===== src/rtl/id_ex_operand_stage.sv =====
// Decode-to-execute operand stage: slot A waits for the register file read,
// slot B is the output register presented to EX over valid/ready.
module id_ex_operand_stage #(
  parameter int XLEN   = 32,
  parameter int REG_AW = 5,
  parameter int CTRL_W = 16
) (
  input  logic              clock,
  input  logic              reset,
  input  logic              in_valid,
  output logic              in_ready,
  input  logic [REG_AW-1:0] in_rs1,
  input  logic [REG_AW-1:0] in_rs2,
  input  logic [REG_AW-1:0] in_rd,
  input  logic [XLEN-1:0]   in_imm,
  input  logic [XLEN-1:0]   in_pc,
  input  logic [CTRL_W-1:0] in_ctrl,
  input  logic [XLEN-1:0]   rf_out1,
  input  logic [XLEN-1:0]   rf_out2,
  input  logic              wb_we,
  input  logic [REG_AW-1:0] wb_rd,
  input  logic [XLEN-1:0]   wb_data,
  input  logic              flush,
  output logic              out_valid,
  input  logic              out_ready,
  output logic [XLEN-1:0]   out_op1,
  output logic [XLEN-1:0]   out_op2,
  output logic [REG_AW-1:0] out_rd,
  output logic [XLEN-1:0]   out_imm,
  output logic [XLEN-1:0]   out_pc,
  output logic [CTRL_W-1:0] out_ctrl
);

  logic accept, move;

  logic                        a_valid_q, a_valid_d, a_fresh_q, a_fresh_d;
  logic [1:0]                  a_byp_q, a_byp_d;
  logic [1:0][REG_AW-1:0]      a_rs_q, a_rs_d;
  logic [1:0][XLEN-1:0]        a_op_q, a_op_d;
  logic [REG_AW-1:0]           a_rd_q, a_rd_d;
  logic [XLEN-1:0]             a_imm_q, a_imm_d, a_pc_q, a_pc_d;
  logic [CTRL_W-1:0]           a_ctrl_q, a_ctrl_d;

  logic                        b_valid_q, b_valid_d;
  logic [1:0][XLEN-1:0]        b_op_q, b_op_d;
  logic [REG_AW-1:0]           b_rd_q, b_rd_d;
  logic [XLEN-1:0]             b_imm_q, b_imm_d, b_pc_q, b_pc_d;
  logic [CTRL_W-1:0]           b_ctrl_q, b_ctrl_d;

  logic [1:0][REG_AW-1:0]      in_rs;
  logic [1:0][XLEN-1:0]        rf_out, res_op, acc_op;
  logic [1:0]                  same_edge_byp;

  assign in_rs  = {in_rs2, in_rs1};
  assign rf_out = {rf_out2, rf_out1};

  assign move     = a_valid_q & (~b_valid_q | out_ready);
  assign in_ready = ~reset & ~flush & (~a_valid_q | move);
  assign accept   = in_valid & in_ready;

  // The rf returns the pre-write value when a write lands on the read edge,
  // so such sources are captured from wb_data directly.
  genvar gi;
  generate
    for (gi = 0; gi < 2; gi++) begin : g_src
      assign same_edge_byp[gi] = wb_we & (wb_rd == in_rs[gi]) & (in_rs[gi] != '0);
      assign acc_op[gi]        = same_edge_byp[gi] ? wb_data : '0;
      assign res_op[gi] = (a_rs_q[gi] == '0)                ? '0 :
                          (wb_we && wb_rd == a_rs_q[gi])    ? wb_data :
                          (a_fresh_q && !a_byp_q[gi])       ? rf_out[gi] :
                                                              a_op_q[gi];
    end
  endgenerate

  always_comb begin
    a_valid_d = a_valid_q;
    a_fresh_d = a_fresh_q;
    a_byp_d   = a_byp_q;
    a_rs_d    = a_rs_q;
    a_op_d    = a_op_q;
    a_rd_d    = a_rd_q;
    a_imm_d   = a_imm_q;
    a_pc_d    = a_pc_q;
    a_ctrl_d  = a_ctrl_q;
    b_valid_d = b_valid_q;
    b_op_d    = b_op_q;
    b_rd_d    = b_rd_q;
    b_imm_d   = b_imm_q;
    b_pc_d    = b_pc_q;
    b_ctrl_d  = b_ctrl_q;

    if (accept) begin
      a_valid_d = 1'b1;
      a_fresh_d = 1'b1;
      a_byp_d   = same_edge_byp;
      a_op_d    = acc_op;
      a_rs_d    = in_rs;
      a_rd_d    = in_rd;
      a_imm_d   = in_imm;
      a_pc_d    = in_pc;
      a_ctrl_d  = in_ctrl;
    end else if (move) begin
      a_valid_d = 1'b0;
      a_fresh_d = 1'b0;
    end else if (a_valid_q) begin
      // rf outputs change next edge; keep our own resolved copy.
      a_op_d    = res_op;
      a_byp_d   = 2'b11;
      a_fresh_d = 1'b0;
    end

    if (move) begin
      b_valid_d = 1'b1;
      b_op_d    = res_op;
      b_rd_d    = a_rd_q;
      b_imm_d   = a_imm_q;
      b_pc_d    = a_pc_q;
      b_ctrl_d  = a_ctrl_q;
    end else if (b_valid_q && out_ready) begin
      b_valid_d = 1'b0;
    end

    if (flush) begin
      a_valid_d = 1'b0;
      a_fresh_d = 1'b0;
      b_valid_d = 1'b0;
    end
  end

  always_ff @(posedge clock or posedge reset) begin
    if (reset) begin
      a_valid_q <= 1'b0;
      a_fresh_q <= 1'b0;
      a_byp_q   <= '0;
      a_rs_q    <= '0;
      a_op_q    <= '0;
      a_rd_q    <= '0;
      a_imm_q   <= '0;
      a_pc_q    <= '0;
      a_ctrl_q  <= '0;
      b_valid_q <= 1'b0;
      b_op_q    <= '0;
      b_rd_q    <= '0;
      b_imm_q   <= '0;
      b_pc_q    <= '0;
      b_ctrl_q  <= '0;
    end else begin
      a_valid_q <= a_valid_d;
      a_fresh_q <= a_fresh_d;
      a_byp_q   <= a_byp_d;
      a_rs_q    <= a_rs_d;
      a_op_q    <= a_op_d;
      a_rd_q    <= a_rd_d;
      a_imm_q   <= a_imm_d;
      a_pc_q    <= a_pc_d;
      a_ctrl_q  <= a_ctrl_d;
      b_valid_q <= b_valid_d;
      b_op_q    <= b_op_d;
      b_rd_q    <= b_rd_d;
      b_imm_q   <= b_imm_d;
      b_pc_q    <= b_pc_d;
      b_ctrl_q  <= b_ctrl_d;
    end
  end

  assign out_valid = b_valid_q;
  assign out_op1   = b_op_q[0];
  assign out_op2   = b_op_q[1];
  assign out_rd    = b_rd_q;
  assign out_imm   = b_imm_q;
  assign out_pc    = b_pc_q;
  assign out_ctrl  = b_ctrl_q;

endmodule


===== config.mk =====
export PLATFORM = sky130hd
export DESIGN_NAME = id_ex_operand_stage
export DESIGN_NICKNAME = d
export VERILOG_FILES = /design/src/rtl/id_ex_operand_stage.sv
export SDC_FILE = /design/constraint.sdc
export NUM_CORES = 1
export LEC_CHECK = 0
export ABC_CLOCK_PERIOD_IN_PS = 14100
export BUFFER_PORTS_ARGS = -buffer_cell sky130_fd_sc_hd__buf_2
export CORE_MARGIN = 3
export CORE_UTILIZATION = 54
export DETAILED_ROUTE_END_ITERATION = 8
export PLACE_DENSITY = 0.78
export SYNTH_ARGS = -nofsm -noshare
export SYNTH_HDL_FRONTEND = slang
export SYNTH_SLANG_ARGS = --single-unit
export TNS_END_PERCENT = 100

===== constraint.sdc =====
create_clock -name clock -period 14.1 [get_ports clock]
set_clock_uncertainty 0.05 [all_clocks]
set_input_delay 2.82 -clock clock [delete_from_list [all_inputs] [get_ports clock]]
set_output_delay 2.82 -clock clock [all_outputs]
set_load 0.1 [all_outputs]

### After elaboration in Yosys (flattened, before gate mapping)

Index checks and enable logic that the tools add are counted.

* equality and inequality tests: 5
* multiplexer cells: 24
* bitwise gates (word level): 14
* reduce and logical (&&, ||, !) cells: 16

Operator list (count)
* two-way mux 32 bit: 8
* two-way mux 64 bit: 3
* == test 5 bit: 4
* zero test 5 bit: 2
* two-way mux 1 bit: 10
* nonzero test 5 bit: 2
* AND 1 bit: 8
* two-way mux 2 bit: 3
* nonzero test 3 bit: 2
* logical AND 1 bit: 5
* NOT 1 bit: 4
* nonzero test 4 bit: 1
* zero test 1 bit: 2
* != test 2 bit (second input constant): 1
* bitwise OR 1 bit: 2
* AND reduction 2 bit: 1
* nonzero test 2 bit: 1

* flip-flop bits (word level): 313
* input port bits: 202
* output and inout bits: 151
* word-level logic and storage cells: 77

### Longest topological paths before layout

Gate-level depths: netlist of run 1.

* depth in word-level cells: 8
* mapped depth: 8
* gate-level depth less buffers: 5

### Worst setup path after synthesis of run 1

OpenSTA, ideal clock, no wires.

* path type: input -> output
* start: input port out_ready
* end: output port in_ready
* arrival time: 5.080 ns
* data required time: 11.230 ns
* setup slack: 6.150 ns
* cell stages on the path: 2
* path buffers: 0
* path through: and3b_2 > nor3_1

* cells in the longest elaborated chain, start to end: 4

RTL lines
* start, declared: line 25 `input logic out_ready,`
* bitwise OR 1 bit: line 57 `assign move = a_valid_q & (~b_valid_q | out_ready);`
* AND 1 bit: line 57
* bitwise OR 1 bit: line 58 `assign in_ready = ~reset & ~flush & (~a_valid_q | move);`
* AND 1 bit: line 58
* end, declared: line 11 `output logic in_ready,`

Every way passes these cells.

### Worst setup path after layout of run 1

Same ends and word-level chain as after synthesis.

==> results.yml, run 1 <==
outcome:
  outcome: "finished clean"
drt:
  antenna_left: 0
  highest_layer: "met5"
  first_pass_iters: 5
  route.detailed.wl_per_inst_um: 20.0
  first_iter_violations: 1095
  wl_met1_mm: 16.0
  drc: 0
  vias: 11200
  met2_length_mm: 18.9
  routed_via_density: 5.62
  dr_wl_met3_mm: 3.86
  postRouteWirelength_mm: 39.9
critical_path:
  rr_worst_depth: 5
  r2r_start: "a_valid_q"
  cp-end-kind: "primary output"
  rrSetupSlack_ns: 11.27
  worstSetupPathType: "input pin to primary output"
  cp-start-kind: "input pin"
  critPathArrivalTime_ns: 3.92
  reg2reg_to: "a_op_q[50]"
  worst-path-max-fanout: 3
  cp_data_required_time_ns: 11.23
logic_synthesis:
  synth-main-ff-cell: "dfrtp_1"
  ys_warn_count: 0
  netlist_area_um2: 14000
  synth.distinct_cells: 54
  ys_ff_latch: 313
  synth-edff-count: 0
  synthCells: 1314
  synth_nets: 1516
  postSynthAreaPerCell_um2: 10.7
  ys_seq_area_frac: 0.559
  async_reset_ff_frac: 1.00
sta:
  layout_min_cycle_time_ns: 6.79
  finalHoldViolCount: 0
  setup_tns_ns: 0
  rsz0062_at_grt: "no"
  fin_crit_sh: 0.482
  relSlewSlack: 0.240
  finalMaxSlewViolations: 0
  fmax_ghz: 0.147
  setup_viol: 0
  worst_pin_slew_ns: 1.14
power:
  leakagePower_uw: 0.00858
  power.total_uw: 3240
  vdd_drop_max_v: 0.000191
  p_per_area_nw_per_um2: 189
final_layout:
  mostFrequentLayoutCell: "nand2_1"
  synthToLayoutAreaGrowth_pct: 22.0
  drive_gt1_frac: 0.369
  layout.nets: 1829
  final_cell_mix: "nand2_1, buf_2, dfrtp_1, mux2_2, o21ai_1"
global_route:
  first_global_vias: 11600
  grt_overflow: 0
  grt_max_degree: 128
  grt_pass1_wl_mm: 62.8
  antenna_found_initial: 15
  track_usage: 0.281
clock_network:
  clk_latency_ns: 0.51
  clock-sinks: 313
  cts_buffers: 35
  clk_path_buf_depth: 3
  cts.clk_slew.worst_paths_ns: 0.06
  clockRootBuffer: "clkbuf_16"
  cts_tree: "built"
  cts_resized: 0
  post_cts_buffers: 0
  htreeDepth: 2
  ctsHoldBuffers: 0
placed_design:
  numPortBuffers: 352
  hpwl_mm: 26.1
  gp_congestion: 0.813
worst_hold_path:
  hold_start: "a_imm_q[28]"
  holdPathEnd: "out_imm[28]"
  hold_depth: 2
  holdCritPathClass: "flop to flop"
floorplanning:
  core.rowCount: 58
  start_util: 0.553
  die_w_um: 167
  die_h_um: 167
  die-area_um2: 27900
  core_um2: 25300
  ios: 353
job:
  drv_cap: 0
per-stage QoR:
stage / cell area (µm²) / instances / hold WS, ns / worst slack (ns) / util
after floorplan: 14000 / 1314 / 0.383 / 2.57 / -
after global placement: 15900 / 1920 / 0.391 / 7.33 / 0.629
after detailed placement: 15900 / 1920 / 0.401 / 7.33 / 0.629
after CTS: 17100 / 1982 / 0.412 / 7.33 / 0.674
after global routing: 17100 / 1990 / 0.429 / 7.32 / 0.674
final: 17100 / 1993 / 0.411 / 7.31 / 0.675
cell type report:
| type | instances | area [µm²] |
|---|---|---|
| Antenna cell | 11 | 27.5 |
| Clock buffer | 47 | 982 |
| Inverter | 38 | 150 |
| Timing Repair Buffer | 367 | 1870 |
| Sequential cell | 313 | 7830 |
| Multi-Input combinational cell | 872 | 5660 |
| Tap cell | 330 | 413 |
| Fill cell | 1947 | 8240 |
| Clock inverter | 15 | 148 |
synthesized netlist by cell type (2+ instances only):
cell type  instances  area share
nand2_1          360       0.096
and2b_2           15      0.0094
nor2b_1            2     0.00089
a221o_1           21       0.015
mux2i_1           42       0.030
buf_1              7      0.0019
nand2b_1           3      0.0013
dfrtp_1          313        0.56
buf_4              2      0.0011
nor2_1             6      0.0016
buf_6              6      0.0048
nor4_1             2     0.00089
buf_2             22      0.0079
o21ai_0           11      0.0039
nand3_1           23      0.0082
a22oi_1           10      0.0054
or4_4              2      0.0016
mux2_2           143        0.11
nor3_1             3      0.0011
xnor2_1            9      0.0056
or4_1              3      0.0016
and2_1             2     0.00089
a21oi_1           23      0.0082
nand4_1            2     0.00089
xor2_1             7      0.0044
and2b_4            4      0.0029
o21ai_1          122       0.044
clkbuf_1          52       0.014
inv_1             38       0.010
o31a_1            32       0.020
mux2_1             4      0.0032
worst max-delay path by stage:
stage	to	slack [ns]	cells past startpoint	start
3_5_place_dp	in_ready	7.33	4	out_ready
4_1_cts	in_ready	7.33	4	out_ready
5_1_grt	in_ready	7.32	4	out_ready
2_1_floorplan	a_byp_q[0]	2.57	1	reset
6_report	in_ready	7.31	4	out_ready
3_3_place_gp	in_ready	7.33	4	out_ready
registers in the layout (all words and copies together), names as in the netlist, 10 cells and up:
| name | count |
|---|---|
| out_imm | 32 |
| a_imm_q | 32 |
| out_op2 | 32 |
| a_ctrl_q | 16 |
| out_pc | 32 |
| a_pc_q | 32 |
| out_ctrl | 16 |
| a_rs_q | 10 |
| out_op1 | 32 |
| a_op_q | 64 |
cells by family after synthesis:
kind of cell,count (synthesis),synth area share
and+or+nand+nor,438,0.137
DFF,313,0.559
AOI/OAI and AO/OA,229,0.105
muxes,189,0.148
buffers and inverters,129,0.0409
xor gates and xnor gates,16,0.0100
worst max-delay path, stage by stage:
cell	delay [ns]
buf_2	0.09
and3b_2	0.25
nor3_1	0.26
buf_2	0.49
layer usage:
metal / vias to the layer above / global-route usage
met5: - / 0
met4: 14 / 0.0933
met3: 102 / 0.0947
met2: 448 / 0.449
met1: 5545 / 0.362
li1: 5096 / -
report_power, final:
part	leakage (µW)	internal, µW	switching, µW
Sequential	0.00402	1070	95.0
Combinational	0.00401	224	951
Clock	0.000552	529	370
Total	0.00858	1820	1420
Note: power is estimated with default switching activity, not from simulation.
==> run 2, diff against run 1 <==
Settings changed: ABC_CLOCK_PERIOD_IN_PS 14100 to 6700.
Clock period 14.1 ns to 6.7 ns, I/O delays scaled along.
==> results.yml, run 2 (same netlist as run 1, synthesis figures left out) <==
placed_design:
  gp_congestion: 0.817
  hpwl_mm: 25.9
  place_inst: 1918
  placed_cell_area_um2: 15900
  numPortBuffers: 352
sta:
  setup_tns_ns: 0
  rsz0062_at_grt: "no"
  layout_min_cycle_time_ns: 3.74
  finalMaxSlewViolations: 0
  worst_pin_slew_ns: 1.13
  finalHoldViolCount: 0
  fin_crit_sh: 0.559
  timing.hold.ws_ns: 0.407
  setup_viol: 0
  fmax_ghz: 0.267
  relSlewSlack: 0.245
final_layout:
  layout.nets: 1826
  regArea_um2: 7830
  drive_gt1_frac: 0.368
  fill_cells: 1954
  fin_area_um2: 17100
  regMostFlops: "a_op_q"
  largest_reg_flops: 64
  final_cell_mix: "nand2_1, buf_2, dfrtp_1, mux2_2, o21ai_1"
  multiInputGateArea_um2: 5660
  mostFrequentLayoutCell: "nand2_1"
  synthToLayoutAreaGrowth_pct: 22.0
  stdcell_count: 1985
critical_path:
  rrSetupSlack_ns: 4.00
  worstSetupPathType: "input pin to primary output"
  r2r_start: "a_valid_q"
  cp-start-kind: "input pin"
  cp_data_required_time_ns: 5.31
  rr_worst_depth: 5
  worst-path-max-fanout: 3
  critPathArrivalTime_ns: 2.35
  cp-end-kind: "primary output"
  reg2reg_to: "a_op_q[54]"
power:
  seqPwrFrac: 0.360
  switching_share: 0.436
  vdd_drop_max_v: 0.000345
  p_clk_frac: 0.277
  p_per_area_nw_per_um2: 398
  power.switching_uw: 2970
  combPwrFrac: 0.364
  internal-power_uw: 3830
  leakagePower_uw: 0.00858
floorplanning:
  core.rowCount: 58
  start_util: 0.553
  ios: 353
  die_h_um: 167
  die_w_um: 167
  core_um2: 25300
  die-area_um2: 27900
clock_network:
  clk_latency_ns: 0.51
  clockRootBuffer: "clkbuf_16"
  post_cts_buffers: 0
  clock-sinks: 313
  clk_path_buf_depth: 3
  cts.clk_slew.worst_paths_ns: 0.06
  cts_tree: "built"
  cts_buffers: 34
  cts_resized: 0
  ctsHoldBuffers: 0
  htreeDepth: 2
global_route:
  track_usage: 0.278
  use_met2: 0.458
  antenna_found_initial: 8
  grt_max_degree: 166
  grt_overflow: 0
  use_met1: 0.357
  grt.met3_usage: 0.0767
  top_usage_layer: "met2"
  first_global_vias: 11600
  grt_pass1_wl_mm: 62.4
drt:
  routed_via_density: 5.58
  antenna_left: 0
  vias: 11100
  first_iter_violations: 978
  first_pass_iters: 5
  route.detailed.wl_per_inst_um: 19.8
  postRouteWirelength_mm: 39.2
  drc: 0
outcome:
  outcome: "finished clean"
job:
  drv_cap: 0
worst_hold_path:
  hold_start: "a_ctrl_q[1]"
  holdCritPathClass: "flop to flop"
  holdPathEnd: "out_ctrl[1]"
  hold_depth: 2
-- run 2: cell types whose count changed in the layout (fill, tap and decap cells not counted), moves of 2 or more --
cell | previous run | this run
buf_12 | 0 | 2
buf_4 | 15 | 11
diode_2 | 11 | 5
clkbuf_8 | 4 | 6
clkinv_4 | 0 | 2
-- run 2: cell type report --
| type | count | area share |
|---|---|---|
| antenna | 5 | 0.000732 |
| clock inverter | 15 | 0.00937 |
| inverter | 38 | 0.00856 |
| multi-input combinational | 872 | 0.331 |
| timing repair buffer | 365 | 0.110 |
| clock buffer | 47 | 0.0574 |
| tap | 330 | 0.0242 |
| sequential | 313 | 0.458 |
-- run 2: critical path: stages --
cell	delay [ns]
buf_2	0.10
and3b_2	0.26
nor3_1	0.17
buf_2	0.47
-- run 2: stage by stage --
stage	setup WS [ns]	util	power, µW
6_report	2.96	0.675	6800
3_3_place_gp	2.67	0.629	4900
5_1_grt	2.92	0.675	7070
4_1_cts	2.96	0.674	6850
3_5_place_dp	2.61	0.629	4950
2_1_floorplan	1.14	-	4460
-- run 2: worst max path at each step --
stage	from	to	depth (start not counted)
detailed placement	reset	a_op_q[45]	6
finish	out_ready	in_ready	4
CTS	out_ready	in_ready	4
floorplan	reset	a_byp_q[0]	1
global placement	reset	a_op_q[59]	6
global route	out_ready	in_ready	4
-- run 2: layer usage --
metal | part of all wire | up-vias
met5 | 0.0018 | -
met4 | 0.032 | 12
met3 | 0.090 | 113
met2 | 0.48 | 455
met1 | 0.39 | 5410
li1 | - | 5078
-- run 2: power groups by stage --
stage	registers, µW	clock network, µW	logic, µW
2_1_floorplan	3920	0	543
4_1_cts	2440	1920	2490
3_5_place_dp	2470	0	2480
6_report	2440	1880	2470
3_3_place_gp	2450	0	2440
5_1_grt	2490	1990	2590
==> run 3, diff against run 2 <==
Settings changed: ABC_CLOCK_PERIOD_IN_PS 6700 to 3460.
Clock period 6.7 ns to 3.46 ns, I/O delays scaled along.
==> results.yml, run 3 (same netlist as run 1, synthesis figures left out) <==
outcome:
  outcome: "finished clean"
floorplanning:
  start_util: 0.553
  core.rowCount: 58
  die-area_um2: 27900
  die_h_um: 167
  ios: 353
  die_w_um: 167
  core_um2: 25300
sta:
  layout_min_cycle_time_ns: 2.76
  relSlewSlack: 0.282
  worst_pin_slew_ns: 1.07
  timing.hold.ws_ns: 0.286
  rsz0062_at_grt: "no"
  setup_viol: 0
  fin_crit_sh: 0.799
  fmax_ghz: 0.362
  finalMaxSlewViolations: 0
  finalHoldViolCount: 0
power:
  vdd_drop_max_v: 0.000783
  internal-power_uw: 7630
  seqPwrFrac: 0.355
  switching_share: 0.430
  leakagePower_uw: 0.00869
  p_per_area_nw_per_um2: 773
  p_clk_frac: 0.285
  combPwrFrac: 0.360
  power.switching_uw: 5760
drt:
  routed_via_density: 5.60
  vias: 11200
  route.detailed.wl_per_inst_um: 19.9
  first_pass_iters: 6
  first_iter_violations: 923
  antenna_left: 0
  postRouteWirelength_mm: 39.7
  drc: 0
critical_path:
  crit_chain: "and3b_2 > nor3_2 > buf_2"
  cp_data_required_time_ns: 2.72
  worstSetupPathType: "flop to primary output"
  cp-start-kind: "flop"
  critPathArrivalTime_ns: 2.02
  max_stage_delay_ns: 0.48
  cp-end-kind: "primary output"
  worst_path_max_delay_cell: "dfrtp_1"
  worst-path-max-fanout: 6
clock_network:
  ctsHoldBuffers: 0
  htreeDepth: 2
  clockRootBuffer: "clkbuf_16"
  clk_path_buf_depth: 3
  cts_tree: "built"
  cts_resized: 0
  clock-sinks: 313
  cts.clk_slew.worst_paths_ns: 0.07
  clk_latency_ns: 0.51
  post_cts_buffers: 0
  cts_buffers: 34
worst_hold_path:
  holdCritPathClass: "input pin to async pin"
final_layout:
  regMostFlops: "a_op_q"
  final_util: 0.684
  final_cell_mix: "nand2_1, buf_2, dfrtp_1, mux2_2, o21ai_1"
  layout.nets: 1839
  fin_area_um2: 17300
  mostFrequentLayoutCell: "nand2_1"
  largest_reg_flops: 64
  synthToLayoutAreaGrowth_pct: 23.7
  drive_gt1_frac: 0.372
global_route:
  track_usage: 0.282
  first_global_vias: 11800
  grt_max_degree: 100
  grt_overflow: 0
  grt_pass1_wl_mm: 63.7
  antenna_found_initial: 6
placed_design:
  numPortBuffers: 352
  gp_congestion: 0.909
  hpwl_mm: 26.9
  placed_cell_area_um2: 16100
job:
  drv_cap: 0
## run 3: changes by cell type in the layout (fill, tap and decap cells not counted), moves of 2 or more
cell       previous run  this run
buf_12                2         9
buf_4                11        17
bufinv_16             2         5
clkbuf_1              6         8
clkbuf_8              6         4
clkinv_2              7         2
## run 3: routing by layer
metal / GRT usage / routed length [µm] / up-vias
met5: 0 / 42 / -
met4: 0.0868 / 1120 / 8
met3: 0.0873 / 3790 / 97
met2: 0.466 / 19100 / 496
met1: 0.358 / 15700 / 5483
li1: - / - / 5103
## run 3: cell type report
cell class                 count  area (µm²)
clock buffer                  47         961
timing repair buffer         378        2070
inverter                      38         146
antenna                        6        15.0
clock inverter                13         225
tap                          330         413
fill                        1896        8000
multi-input combinational    872        5670
sequential                   313        7830
## run 3: path summary, 6_finish.rpt
path / cells after the start / slack, ns / start / end
setup / recovery: 3 / 0.70 / a_valid_q / in_ready
hold / removal: 2 / 0.29 / reset / a_pc_q[1]
setup reg to reg: 5 / 0.93 / a_rs_q[5] / a_op_q[47]
hold reg to reg: 2 / 0.40 / a_imm_q[9] / out_imm[9]
max in group asynchronous: 3 / 2.22 / reset / a_op_q[44]
min in group clock: 2 / 0.35 / in_ctrl[2] / a_ctrl_q[2]
## run 3: worst max-delay path, delay by kind of cell, from the launching register on
kind | cells | cell delay (ns)
AND/OR/NAND/NOR | 2 | 0.54
flip-flops | 1 | 0.48
buffers and inverters | 1 | 0.48
## run 3: power by group through the flow
| stage | clock, µW | sequential, µW | combinational (µW) |
|---|---|---|---|
| 6_report | 3810 | 4760 | 4820 |
| 5_1_grt | 4030 | 4840 | 5040 |
| 4_1_cts | 3880 | 4750 | 4840 |
| 3_5_place_dp | 0 | 4800 | 4830 |
| 3_3_place_gp | 0 | 4770 | 4760 |
| 2_1_floorplan | 0 | 7580 | 1050 |
## run 3: metrics by stage
step | TNS (ns) | setup slack [ns] | total power [µW] | instances
2_1_floorplan | -454.13 | -1.45 | 8630 | 1314
3_3_place_gp | 0 | 0.612 | 9530 | 1931
3_5_place_dp | 0 | 0.613 | 9620 | 1931
4_1_cts | 0 | 0.673 | 13500 | 1991
5_1_grt | 0 | 0.663 | 13900 | 1991
6_report | 0 | 0.697 | 13400 | 1997
